$ cat config.mk
export PLATFORM = sky130hd
export DESIGN_NAME = soc_ram_arbiter
export DESIGN_NICKNAME = d
export VERILOG_FILES = /design/src/rtl/soc_ram_arb_pkg.sv /design/src/rtl/soc_ram_arb_pick.sv /design/src/rtl/soc_ram_arbiter.sv
export SDC_FILE = /design/constraint.sdc
export NUM_CORES = 1
export LEC_CHECK = 0
export BUFFER_PORTS_ARGS = -buffer_cell sky130_fd_sc_hd__buf_2
export CORE_AREA = 2 2 99 101
export CTS_CLUSTER_SIZE = 25
export DETAILED_ROUTE_END_ITERATION = 10
export DIE_AREA = 0 0 101 103
export MAX_ROUTING_LAYER = met4
export PLACE_DENSITY = 0.54
export SETUP_SLACK_MARGIN = 0.4
export SLEW_MARGIN = 10
export SYNTH_ARGS = -nofsm -noshare
export SYNTH_HDL_FRONTEND = slang
export SYNTH_SLANG_ARGS = --single-unit
$ cat constraint.sdc
create_clock -name clk -period 2.6 [get_ports clk]
set_clock_uncertainty 0.05 [all_clocks]
set_input_delay 0.39 -clock clk [delete_from_list [all_inputs] [get_ports clk]]
set_output_delay 0.39 -clock clk [all_outputs]
set_load 0.02 [all_outputs]
$ cat src/rtl/soc_ram_arb_pkg.sv
// Shared types and defaults for the SoC RAM port-s1 arbiter.
// Contents: grant_t (which master owns the port), default address/data widths
// and the default lock timeout used when SOC_RAM_ARB_LOCK_EN is defined.
package soc_ram_arb_pkg;

  typedef enum logic {
    GNT_M0 = 1'b0,
    GNT_M1 = 1'b1
  } grant_t;

  localparam int unsigned AddrWDefault   = 13;
  localparam int unsigned DataWDefault   = 32;
  localparam int unsigned LockMaxDefault = 64;

endpackage

$ cat src/rtl/soc_ram_arb_pick.sv
// Combinational 2-way round-robin picker.
// Ports:
//   req_i         request per master (bit x = master x)
//   last_grant_i  master granted most recently; the other one wins a tie
//   force_valid_i restrict the choice to force_id_i (lock ownership)
//   force_id_i    only master allowed to win while force_valid_i is high
//   valid_o       a winner exists this cycle
//   winner_o      winning master; GNT_M0 when there is no winner
module soc_ram_arb_pick
  import soc_ram_arb_pkg::*;
(
  input  logic [1:0] req_i,
  input  grant_t     last_grant_i,
  input  logic       force_valid_i,
  input  grant_t     force_id_i,
  output logic       valid_o,
  output grant_t     winner_o
);

  always_comb begin
    valid_o  = 1'b0;
    winner_o = GNT_M0;
    if (force_valid_i) begin
      valid_o  = (force_id_i == GNT_M1) ? req_i[1] : req_i[0];
      winner_o = valid_o ? force_id_i : GNT_M0;
    end else begin
      case (req_i)
        2'b01: begin
          valid_o  = 1'b1;
          winner_o = GNT_M0;
        end
        2'b10: begin
          valid_o  = 1'b1;
          winner_o = GNT_M1;
        end
        2'b11: begin
          valid_o  = 1'b1;
          winner_o = (last_grant_i == GNT_M0) ? GNT_M1 : GNT_M0;
        end
        default: ;
      endcase
    end
  end

endmodule

$ cat src/rtl/soc_ram_arbiter.sv
// Two-master round-robin arbiter for port s1 of the on-chip SoC RAM.
// m0 (Nios data) and m1 (DMA) are Avalon-MM slaves with waitrequest and
// readdatavalid; at most one RAM access is issued per cycle and read data
// returns one cycle after issue.
// Ports:
//   clk, reset_n             clock, synchronous active-low reset
//   mX_address/byteenable/read/write/writedata  master X request
//   mX_waitrequest           transfer not accepted this cycle
//   mX_readdata/readdatavalid read response for master X
//   ram_*                    RAM port s1 (ram_readdata valid 1 cycle after issue)
//   mX_lock, lock_err        only with SOC_RAM_ARB_LOCK_EN defined: hold the
//                            grant after this transfer / sticky forced release
module soc_ram_arbiter
  import soc_ram_arb_pkg::*;
#(
  parameter int unsigned ADDR_W = AddrWDefault,
  parameter int unsigned DATA_W = DataWDefault,
  localparam int unsigned BE_W  = DATA_W / 8
`ifdef SOC_RAM_ARB_LOCK_EN
  , parameter int unsigned LOCK_MAX = LockMaxDefault
`endif
) (
  input  logic              clk,
  input  logic              reset_n,
  input  logic [ADDR_W-1:0] m0_address,
  input  logic [BE_W-1:0]   m0_byteenable,
  input  logic              m0_read,
  input  logic              m0_write,
  input  logic [DATA_W-1:0] m0_writedata,
  output logic              m0_waitrequest,
  output logic [DATA_W-1:0] m0_readdata,
  output logic              m0_readdatavalid,
  input  logic [ADDR_W-1:0] m1_address,
  input  logic [BE_W-1:0]   m1_byteenable,
  input  logic              m1_read,
  input  logic              m1_write,
  input  logic [DATA_W-1:0] m1_writedata,
  output logic              m1_waitrequest,
  output logic [DATA_W-1:0] m1_readdata,
  output logic              m1_readdatavalid,
`ifdef SOC_RAM_ARB_LOCK_EN
  input  logic              m0_lock,
  input  logic              m1_lock,
  output logic              lock_err,
`endif
  output logic [ADDR_W-1:0] ram_address,
  output logic [BE_W-1:0]   ram_byteenable,
  output logic              ram_chipselect,
  output logic              ram_write,
  output logic [DATA_W-1:0] ram_writedata,
  output logic              ram_clken,
  input  logic [DATA_W-1:0] ram_readdata
);

  logic [1:0] req;
  logic       pick_valid, grant, win_m1, rd_accept;
  grant_t     winner;
  grant_t     last_grant_q, last_grant_d;
  logic       rd_tag_valid_q;
  grant_t     rd_tag_id_q;
  logic       force_valid, lock_release;
  grant_t     force_id;

  assign req = {m1_read | m1_write, m0_read | m0_write};

  soc_ram_arb_pick u_pick (
    .req_i         (req),
    .last_grant_i  (last_grant_q),
    .force_valid_i (force_valid),
    .force_id_i    (force_id),
    .valid_o       (pick_valid),
    .winner_o      (winner)
  );

  // Nothing is granted while reset is held.
  assign grant  = pick_valid & reset_n;
  assign win_m1 = (winner == GNT_M1);

  assign m0_waitrequest = ~reset_n | (req[0] & ~(grant & ~win_m1));
  assign m1_waitrequest = ~reset_n | (req[1] & ~(grant & win_m1));

  // With no winner, winner is GNT_M0 so the mux rests on m0.
  assign ram_address    = win_m1 ? m1_address    : m0_address;
  assign ram_byteenable = win_m1 ? m1_byteenable : m0_byteenable;
  assign ram_writedata  = win_m1 ? m1_writedata  : m0_writedata;
  assign ram_write      = grant & (win_m1 ? m1_write : m0_write);
  assign ram_chipselect = grant;
  assign ram_clken      = reset_n;

  // read+write together counts as a write, so it gets no read tag
  assign rd_accept = grant & ~ram_write;

  assign m0_readdata      = ram_readdata;
  assign m1_readdata      = ram_readdata;
  // Gating with reset_n drops a response whose read was accepted just before reset.
  assign m0_readdatavalid = reset_n & rd_tag_valid_q & (rd_tag_id_q == GNT_M0);
  assign m1_readdatavalid = reset_n & rd_tag_valid_q & (rd_tag_id_q == GNT_M1);

  always_comb begin
    last_grant_d = last_grant_q;
    if (grant) begin
      last_grant_d = winner;
    end
    // After a forced release the non-owner gets the next tie.
    if (lock_release) begin
      last_grant_d = force_id;
    end
  end

  always_ff @(posedge clk) begin
    if (!reset_n) begin
      last_grant_q   <= GNT_M1;
      rd_tag_valid_q <= 1'b0;
      rd_tag_id_q    <= GNT_M0;
    end else begin
      last_grant_q   <= last_grant_d;
      rd_tag_valid_q <= rd_accept;
      if (rd_accept) begin
        rd_tag_id_q <= winner;
      end
    end
  end

`ifdef SOC_RAM_ARB_LOCK_EN
  localparam int unsigned CntW = $clog2(LOCK_MAX + 1);

  logic            locked_q, locked_d;
  grant_t          lock_owner_q, lock_owner_d;
  logic [CntW-1:0] lock_cnt_q, lock_cnt_d;
  logic            lock_err_q, lock_err_d;
  logic            sel_lock;

  assign force_valid = locked_q;
  assign force_id    = lock_owner_q;
  assign sel_lock    = win_m1 ? m1_lock : m0_lock;
  assign lock_err    = lock_err_q;

  always_comb begin
    locked_d     = locked_q;
    lock_owner_d = lock_owner_q;
    lock_cnt_d   = lock_cnt_q;
    lock_err_d   = lock_err_q;
    lock_release = 1'b0;
    if (grant && sel_lock) begin
      locked_d     = 1'b1;
      lock_owner_d = winner;
      lock_cnt_d   = '0;
    end else if (locked_q) begin
      if (grant) begin
        // Only the owner can win while locked: this is its unlocking transfer.
        locked_d   = 1'b0;
        lock_cnt_d = '0;
      end else if (lock_cnt_q == CntW'(LOCK_MAX - 1)) begin
        locked_d     = 1'b0;
        lock_cnt_d   = '0;
        lock_err_d   = 1'b1;
        lock_release = 1'b1;
      end else begin
        lock_cnt_d = lock_cnt_q + 1'b1;
      end
    end
  end

  always_ff @(posedge clk) begin
    if (!reset_n) begin
      locked_q     <= 1'b0;
      lock_owner_q <= GNT_M0;
      lock_cnt_q   <= '0;
      lock_err_q   <= 1'b0;
    end else begin
      locked_q     <= locked_d;
      lock_owner_q <= lock_owner_d;
      lock_cnt_q   <= lock_cnt_d;
      lock_err_q   <= lock_err_d;
    end
  end
`else
  assign force_valid  = 1'b0;
  assign force_id     = GNT_M0;
  assign lock_release = 1'b0;
`endif

endmodule

==> impl_metrics.csv, run 1 <==
group,metric,value,unit
drt,wirelength,4040,um
job,cap_violations,0,
critical_path,crit_path_max_incr_delay,0.31,ns
finish,area_growth,38.5,%
status,outcome,"finished, final reports clean",
critical_path,critPathBufInv,3,
grt,grt_pass1_vias,1108,
power_and_ir_drop,ir_worst_vdd,0.000132,V
place,dp_hpwl,3370,um
critical_path,worstPathRequired,2.16,ns
grt,antenna_found_initial,0,
clock_network,clk_pin_slew,0.03,ns
critical_path,cp_data_arrival_time,1.60,ns
clock_network,cts_sinks,3,
clock_network,cts_tree,"yes",
clock_network,clock_path_buffers,2,
floorplan,dieArea,10400,sq um
drt,drtAntennaViolNets,0,
synthesis,ys_ff_latch,3,
clock_network,cts_max_level,1,
drt,first_pass_iters,4,
power_and_ir_drop,power,0.631,mW
synthesis,synth_area_leaders,"buf_4, mux2_2, mux2_4, dfxtp_1, buf_6",
floorplan,io_pins,256,
timing,hold-worst-slack,0.388,ns
floorplan,die_w,101,um
critical_path,crit_slowest_cell,"mux2_4",
timing,setup_viol,0,
hold_path,holdCritPathClass,"in2reg",
drt,drt-wirelength-per-cell,11.3,um
finish,nets,380,
drt,via_count,1316,
timing,rsz0062_at_grt,"no",
synthesis,syn-num-nets,285,
grt,grt_overflow,0,
place,dp_worst_setup_slack,0.591,ns
timing,worst_pin_slew,0.287,ns
place,numPortBuffers,159,
drt,drt_iter0_drc,6,
grt,grt_pass1_wl,4980,um
timing,report.final.slew_viol_count,0,
grt,grt_usage,0.0628,
clock_network,insertion_delay,0.21,ns
synthesis,ys_types,20,
timing,hold_viol,0,
timing,post-route-period-util,0.783,
synthesis,syn_inst,149,
finish,drive_gt1_frac,0.893,
synthesis,yosys.area.top_type,"buf_4",
synthesis,yosys_warnings,0,
timing,max_freq,491,MHz
synthesis,synth_top_area_share,0.367,
critical_path,cp_max_fo,10,
critical_path,critPathKind,"in2out",
drt,drc,0,
finish,diodes,0,
critical_path,cp_cell_sequence,"buf_2 -> o21ai_2 -> o21ai_4 -> buf_4 -> mux2_4 -> buf_2",
clock_network,cts_buffers,3,
floorplan,die_h,103,um
synthesis,ys_seq_area_frac,0.0452,
critical_path,cp_top_family,"buffers and inverters",
timing,setup_ws,0.563,ns
place,place.gp.congestion,0.763,
floorplan,num_rows,36,
critical_path,cp-start-kind,"input pin",
power_and_ir_drop,p_leak,1.00,nW
clock_network,cts-hold-fix-buffers,0,
critical_path,cp_common_cell,"buf_2",
floorplan,core_area,9460,sq um
timing,slew_headroom,0.809,
synthesis,synth.avg_cell_area,8.93,sq um
synthesis,synthesis.area,1330,sq um
timing,fin_crit,2.04,ns
critical_path,cp-end-kind,"output pin",
critical_path,r2r_setup_slack,1.52,ns
grt,grt_start_max_net_pins,40,
timing,fin_setup_tns,0,ns
power_and_ir_drop,powerDensity,342,nW/um^2
finish,n_fill_cell,1081,
clock_network,cts-root-buf,"clkbuf_8",
drt,vias_per_cell,3.69,
floorplan,start_util,0.141,
kinds of logic (layout without fill, tap and decap cells):
| group | Yosys count | after routing | share of synthesized area |
|---|---|---|---|
| flip-flops | 3 | 3 | 0.0452 |
| AO/OA/AOI/OAI | 11 | 11 | 0.0546 |
| multiplexers | 50 | 50 | 0.451 |
| AND/OR/NAND/NOR | 13 | 13 | 0.0489 |
| buffers and inverters | 72 | 166 | 0.401 |
cells in the mapped netlist (all sizes together):
library cell,instances
buf,70
and3,1
mux2i,1
o21ai,5
nor2b,2
nand3b,1
o41a,1
a21oi,3
nand2b,2
dfxtp,3
nand2,4
nor2,3
o22ai,1
clkbuf,2
mux2,49
o31ai,1
power by group:
group | internal, mW | switching [mW] | leakage, nW
clock network | 0.105 | 0.0311 | 0.0228
registers | 0.0501 | 0.00386 | 0.0246
logic | 0.219 | 0.222 | 0.955
cell type report:
class | instances | area, sq um | area share
flip-flops and latches | 3 | 61.3 | 0.0333
multi-input cells | 74 | 744 | 0.404
well taps | 114 | 143 | 0.0774
repair buffers | 162 | 848 | 0.461
clock buffers | 4 | 45.0 | 0.0245
metal layers:
metal / part of all wire / GRT usage
met5: 0 / -
met4: 0.021 / 0.0177
met2: 0.48 / 0.110
met3: 0.13 / 0.0285
met1: 0.37 / 0.0633
state kept, by name (all words and copies together) (netlist names):
signal / count
rd_tag_valid_q: 1
rd_tag_id_q: 1
last_grant_q: 1
worst reg2reg max path: cells and delay by family, from the launching register on:
kind            cells  cell delay, ns
mux                 1            0.21
compound gates      1            0.25
simple gates        1            0.14
flops               1            0.34
path summary, 6_finish.rpt:
kind | endpoint | from | cells after the start
max | ram_writedata[22] | m0_write | 6
min | last_grant_q$_SDFFE_PN1P_ | reset_n | 2
max reg2reg | rd_tag_id_q$_SDFFE_PN0P_ | last_grant_q$_SDFFE_PN1P_ | 3
min reg2reg | rd_tag_id_q$_SDFFE_PN0P_ | rd_tag_id_q$_SDFFE_PN0P_ | 2
cell usage in the layout, fill, tap and decap left out, types with 2 or more instances in the layout:
cell type / n
buf_2: 159
nand2b_1: 2
mux2_2: 39
dfxtp_1: 2
o21ai_0: 3
clkbuf_8: 3
a21oi_1: 3
nor2b_1: 2
nor2_1: 3
nand2_1: 4
mux2_4: 10
metrics by stage:
step	util	instances	cell area, sq um
floorplan	-	149	1330
global placement	0.187	352	1770
detailed placement	0.187	352	1770
CTS	0.192	356	1820
global route	0.195	357	1840
finish	0.195	357	1840
repair_timing:
item / CTS / global route
resized for setup: 0 / 1
setup buffers: 0 / 0
setup endpoints to repair: 0 / 35
Power figures use the tool's default switching activity.
==> run 2, diff against run 1 <==
Settings changed: ABC_AREA set to 1, CORE_AREA 2 2 99 101 to 2 2 98 100, DIE_AREA 0 0 101 103 to 0 0 100 102, PLACE_DENSITY 0.54 to 0.55.
Clock period 2.6 ns to 2 ns, I/O delays scaled along.
==> run 2 against run 1 <==
Net effect: sequential power grew 29%; non-clock buffer count is 14 higher; setup slack got worse by 0.26 ns; clock power increased by 32%; cell area increased by 21%; via count increased by 37%; wire length is 50% higher; die area shrank 2.0%; worst hold slack worse by 0.084 ns; final cell count grew 31%; register-to-register slack worse by 0.87 ns; global-route usage increased by 3.7 points; largest cell class unchanged.
==> impl_metrics.csv, run 2 <==
group,metric,value,unit
grt,antenna_found_initial,0,
synthesis,synthMuxAreaShare,0,
clock_network,cts-hold-fix-buffers,0,
drt,via_count,1809,
hold_path,holdCritPathClass,"in2reg",
clock_network,cts_max_level,1,
synthesis,syn_inst,251,
critical_path,worstPathRequired,1.65,ns
grt,grt_usage,0.100,
timing,report.final.slew_viol_count,0,
critical_path,crit_slowest_cell,"o21ai_4",
synthesis,syn-num-nets,387,
synthesis,ys_seq_area_frac,0.0466,
floorplan,core_area,9110,sq um
drt,vias_per_cell,3.87,
synthesis,yosys_warnings,0,
hold_path,hold_depth,3,
critical_path,cp_top_family,"buffers and inverters",
synthesis,synth_most_common_cell,"nand2_1",
timing,rsz0062_at_grt,"yes",
drt,wirelength,6050,um
synthesis,synthSimpleGateAreaFrac,0.475,
drt,drt-wirelength-per-cell,13.0,um
grt,grt_pass1_vias,1607,
critical_path,cp_cell_sequence,"buf_2 -> o21ai_4 -> nand2_4 -> inv_8 -> clkbuf_16 -> nand2_1 -> nand2_1 -> buf_2",
power_and_ir_drop,ir_worst_vdd,0.000173,V
status,outcome,"finished, final reports clean",
place,dp_hpwl,3640,um
critical_path,cp_data_arrival_time,1.35,ns
place,place.gp.congestion,0.692,
floorplan,io_pins,256,
timing,setup_ws,0.301,ns
timing,fin_setup_tns,0,ns
critical_path,critPathKind,"in2out",
clock_network,insertion_delay,0.22,ns
finish,layout_common_cells,"nand2_1, buf_2, buf_4",
critical_path,reg2reg_depth,8,
synthesis,yosys.area.top_type,"nand2_1",
synthesis,synthesis.area,1290,sq um
job,cap_violations,0,
clock_network,clock_path_buffers,2,
clock_network,cts_sinks,3,
drt,drc,0,
critical_path,crit_path_max_incr_delay,0.19,ns
synthesis,synthTopCellsByCount,"nand2_1, buf_4, buf_2",
clock_network,cts_tree,"yes",
power_and_ir_drop,p_leak,1.40,nW
drt,drt_iter0_drc,35,
place,numPortBuffers,159,
floorplan,start_util,0.141,
grt,grt_overflow,0,
timing,max_freq,588,MHz
floorplan,num_rows,35,
finish,drive_gt1_frac,0.553,
synthesis,synth_ff_type,"dfxtp_1",
finish,diodes,0,
floorplan,dieArea,10200,sq um
power_and_ir_drop,powerDensity,490,nW/um^2
timing,post-route-period-util,0.850,
timing,hold_viol,0,
grt,grt_pass1_wl,7670,um
timing,fin_crit,1.70,ns
grt,grt_start_max_net_pins,25,
synthesis,synth_compound_area_frac,0.0301,
synthesis,ys_types,18,
synthesis,async_reset_ff_frac,0,
synthesis,synth_area_leaders,"nand2_1, buf_4, dfxtp_1, buf_2, buf_6",
synthesis,synth_xor_xnor_area_share,0,
finish,reg_top3,"last_grant_q (1), rd_tag_id_q (1), rd_tag_valid_q (1)",
critical_path,critPathBufInv,4,
critical_path,cp_max_fo,12,
finish,nets,493,
finish,area_growth,73.6,%
timing,worst_pin_slew,0.228,ns
finish,final_common_cell,"nand2_1",
place,dp_worst_setup_slack,0.240,ns
drt,drtAntennaViolNets,0,
synthesis,synth_edf_count,0,
timing,setup_viol,0,
finish,n_fill_cell,1035,
clock_network,cts_buffers,3,
floorplan,die_h,102,um
synthesis,synth_top_family_by_area,"simple AND/OR/NAND/NOR gates",
synthesis,synth.avg_cell_area,5.13,sq um
critical_path,cp-end-kind,"output pin",
clock_network,cts-root-buf,"clkbuf_8",
critical_path,worst-path-stages,8,
power_and_ir_drop,power,1.09,mW
timing,slew_headroom,0.847,
floorplan,die_w,100,um
synthesis,synthAdderAreaFrac,0,
synthesis,ys_ff_latch,3,
drt,first_pass_iters,4,
critical_path,cp-start-kind,"input pin",
synthesis,synth_top_area_share,0.443,
clock_network,clk_pin_slew,0.03,ns
[run 2: cell count changes after synthesis, moves of 2 or more]
cell,delta
inv_1,+6
nand2b_1,-2
clkbuf_1,-2
nor3_1,+2
mux2_4,-10
o21ai_0,-2
buf_2,+5
mux2_2,-39
nor2b_1,-2
nand2_1,+148
[run 2: cell families after synthesis]
group           after synthesis
compound gates                6
buf+inv                      82
simple gates                160
flops                         3
[run 2: stage by stage]
stage                     utilization  instances  cell area [sq um]  hold slack [ns]
final                           0.245        467               2230            0.303
after detailed placement        0.189        449               1720            0.473
after global routing            0.245        467               2230            0.322
after CTS                       0.231        462               2100            0.299
after floorplan                     -        251               1290            0.370
after global placement          0.189        449               1720            0.466
[run 2: path summary, 6_finish.rpt]
kind / startpoint / to / slack, ns
worst max-delay path: m0_write / ram_writedata[12] / 0.30
worst min-delay path: reset_n / rd_tag_id_q$_SDFFE_PN0P_ / 0.30
worst max register to register: last_grant_q$_SDFFE_PN1P_ / rd_tag_id_q$_SDFFE_PN0P_ / 0.65
worst min register to register: rd_tag_id_q$_SDFFE_PN0P_ / rd_tag_id_q$_SDFFE_PN0P_ / 0.49
[run 2: final cells by class]
cell class | instances | area (sq um) | area share
Clock buffer | 4 | 45.0 | 0.0202
Inverter | 7 | 33.8 | 0.0151
Timing Repair Buffer | 176 | 1250 | 0.558
Tap cell | 111 | 139 | 0.0622
Multi-Input combinational cell | 166 | 708 | 0.317
Sequential cell | 3 | 61.3 | 0.0274
[run 2: layer usage]
layer / track usage / vias to the layer above / wire length [um]
met4: 0.0516 / 0 / 197
li1: - / 900 / -
met2: 0.172 / 115 / 2970
met3: 0.0226 / 20 / 523
met5: - / - / 0
met1: 0.109 / 774 / 2360
[run 2: worst min-delay path: cells and delay by family]
kind,cells,cell delay (ns)
buffers and inverters,1,0.13
and+or+nand+nor,2,0.10
[run 2: what timing repair did]
| item | CTS | global route |
|---|---|---|
| gates cloned | 4 | 3 |
| endpoints found under the setup margin | 50 | 50 |
| pin swaps | 3 | 9 |
| gates resized for setup | 63 | 13 |
| buffers inserted | 5 | 2 |
[run 2: power by group]
part / internal (mW) / switching, mW / leakage, nW
clock: 0.136 / 0.0427 / 0.0228
combinational: 0.399 / 0.447 / 1.35
sequential: 0.0662 / 0.00323 / 0.0247
total: 0.601 / 0.493 / 1.40
==> run 3, diff against run 2 <==
Settings changed: ABC_AREA 1 to 0, CORE_AREA 2 2 98 100 to 2 2 100 102, DIE_AREA 0 0 100 102 to 0 0 102 104, PLACE_DENSITY 0.55 to 0.54.
Clock period 2 ns to 1.6 ns, I/O delays scaled along.
==> run 3 against run 2 <==
Net effect: the run now ends with setup timing left; non-clock buffer count is 4 higher; clock power rose by 23%; sequential cell count unchanged; critical path depth fell by 3; final cell count down 16%; global-route usage is 0.85 points lower; clock-buffer cell count unchanged; wire length down 13%; critical path type is now reg2out; largest power group unchanged; highest routed layer unchanged.
==> impl_metrics.csv, run 3 (synthesis results as in run 1) <==
group,metric,value,unit
floorplan,die_w,102,um
job,cap_violations,0,
hold_path,holdCritPathClass,"in2reg",
clock_network,cts-root-buf,"clkbuf_8",
floorplan,start_util,0.139,
power_and_ir_drop,p_int,0.710,mW
grt,grt_usage,0.0915,
critical_path,cp_data_arrival_time,1.50,ns
place,place.gp.congestion,0.751,
floorplan,die_h,104,um
power_and_ir_drop,ir_worst_vdd,0.000193,V
floorplan,num_rows,36,
place,dp_hpwl,4350,um
drt,via_count,1464,
clock_network,cts_tree,"yes",
finish,area_growth,65.1,%
timing,rsz0062_at_grt,"yes",
grt,antenna_found_initial,2,
floorplan,core_area,9550,sq um
finish,final_common_cell,"buf_2",
critical_path,r2r_setup_slack,0.19,ns
place,dp_worst_setup_slack,-0.0665,ns
finish,n_fill_cell,1085,
grt,grt_pass1_vias,1459,
drt,drtAntennaViolNets,0,
grt,grt_overflow,0,
grt,grt_start_max_net_pins,37,
power_and_ir_drop,clkPwrFrac,0.188,
status,outcome,"finished with violations",
critical_path,cp-start-kind,"flip-flop",
critical_path,worstPathRequired,1.31,ns
timing,setup_ws,-0.189,ns
finish,multi_input_area,792,sq um
critical_path,cp_max_fo,36,
clock_network,clk_pin_slew,0.03,ns
timing,hold_viol,0,
clock_network,cts_sinks,3,
grt,grt_pass1_wl,7290,um
power_and_ir_drop,p_sw,0.468,mW
finish,nets,398,
timing,hold-worst-slack,0.272,ns
drt,drt-wirelength-per-cell,13.4,um
power_and_ir_drop,switching_share,0.397,
critical_path,critPathKind,"reg2out",
drt,drc,0,
place,numPortBuffers,159,
power_and_ir_drop,seq_power_share,0.072,
timing,slew_headroom,0.817,
floorplan,dieArea,10600,sq um
drt,drt_iter0_drc,17,
drt,vias_per_cell,3.72,
finish,reg_top3,"last_grant_q (1), rd_tag_id_q (1), rd_tag_valid_q (1)",
clock_network,insertion_delay,0.22,ns
drt,wirelength,5270,um
power_and_ir_drop,powerDensity,537,nW/um^2
timing,worst_pin_slew,0.274,ns
status,violations,"setup timing",
timing,max_freq,559,MHz
finish,regArea,63.8,sq um
finish,drive_gt1_frac,0.923,
clock_network,cts_buffers,3,
critical_path,cp-end-kind,"output pin",
drt,first_pass_iters,2,
timing,setup_viol,49,
clock_network,cts_max_level,1,
hold_path,hold_depth,2,
timing,report.final.slew_viol_count,0,
timing,post-route-period-util,1.12,
floorplan,io_pins,256,
clock_network,clock_path_buffers,2,
timing,fin_crit,1.79,ns
finish,layout_common_cells,"buf_2, mux2_2, buf_6",
critical_path,reg2reg_depth,7,
power_and_ir_drop,p_leak,1.15,nW
power_and_ir_drop,p_comb_frac,0.741,
finish,diodes,0,
-- run 3: cell types whose count changed in the layout (fill, tap and decap cells not counted), sizes merged, moves of 2 or more --
cell / before / now
buf: 173 / 179
clkbuf: 7 / 5
inv: 7 / 0
mux2: 0 / 49
nand2: 153 / 4
nand2b: 0 / 2
nor2b: 0 / 2
nor3: 2 / 0
o21ai: 2 / 5
-- run 3: per-stage QoR --
stage          total power, mW  cell area, sq um  setup TNS (ns)   util  instances
2_1_floorplan            0.774              1370               0      -        149
3_3_place_gp             0.836              1860          -0.424  0.195        377
3_5_place_dp             0.840              1860          -0.979  0.195        377
4_1_cts                   1.17              2130           -7.91  0.224        390
5_1_grt                   1.25              2200          -10.13  0.230        394
6_report                  1.18              2200           -7.95  0.230        394
-- run 3: worst max-delay path: stages (launching register included) --
cell and delay [ns]:
dfxtp_4 0.35, o21ai_4 0.06, o21ai_4 0.08, buf_12 0.23
mux2_2 0.38, buf_2 0.16
-- run 3: area by class of cell --
type / count / share of cell area
timing repair buffer: 180 / 0.514
multi-input combinational: 74 / 0.361
tap: 133 / 0.0758
sequential: 3 / 0.0291
clock buffer: 4 / 0.0205
-- run 3: path summary, 6_finish.rpt --
kind / from / endpoint
max: last_grant_q$_SDFFE_PN1P_ / ram_writedata[3]
min: reset_n / last_grant_q$_SDFFE_PN1P_
max reg2reg: last_grant_q$_SDFFE_PN1P_ / rd_tag_id_q$_SDFFE_PN0P_
min reg2reg: rd_tag_id_q$_SDFFE_PN0P_ / rd_tag_id_q$_SDFFE_PN0P_
-- run 3: per-layer routing --
layer	vias to the layer above	wire length (um)	track usage
li1	667	-	-
met1	628	1590	0.0782
met2	144	2900	0.183
met3	25	646	0.0215
met4	0	142	0.0371
met5	-	0	-
-- run 3: power groups by stage --
stage / combinational [mW] / sequential (mW) / clock (mW)
after global placement: 0.750 / 0.0857 / 0
after floorplan: 0.687 / 0.0867 / 0
after CTS: 0.859 / 0.0848 / 0.231
final: 0.873 / 0.0846 / 0.221
after detailed placement: 0.754 / 0.0858 / 0
after global routing: 0.925 / 0.0850 / 0.236
-- run 3: repair_timing --
action | 4_1_cts | 5_1_grt
endpoints found under the setup margin | 54 | 54
pin swaps | 7 | 5
gates resized for setup | 44 | 8
buffers inserted | 8 | 4
hold buffers | 0 | 0
gates cloned | 1 | 0
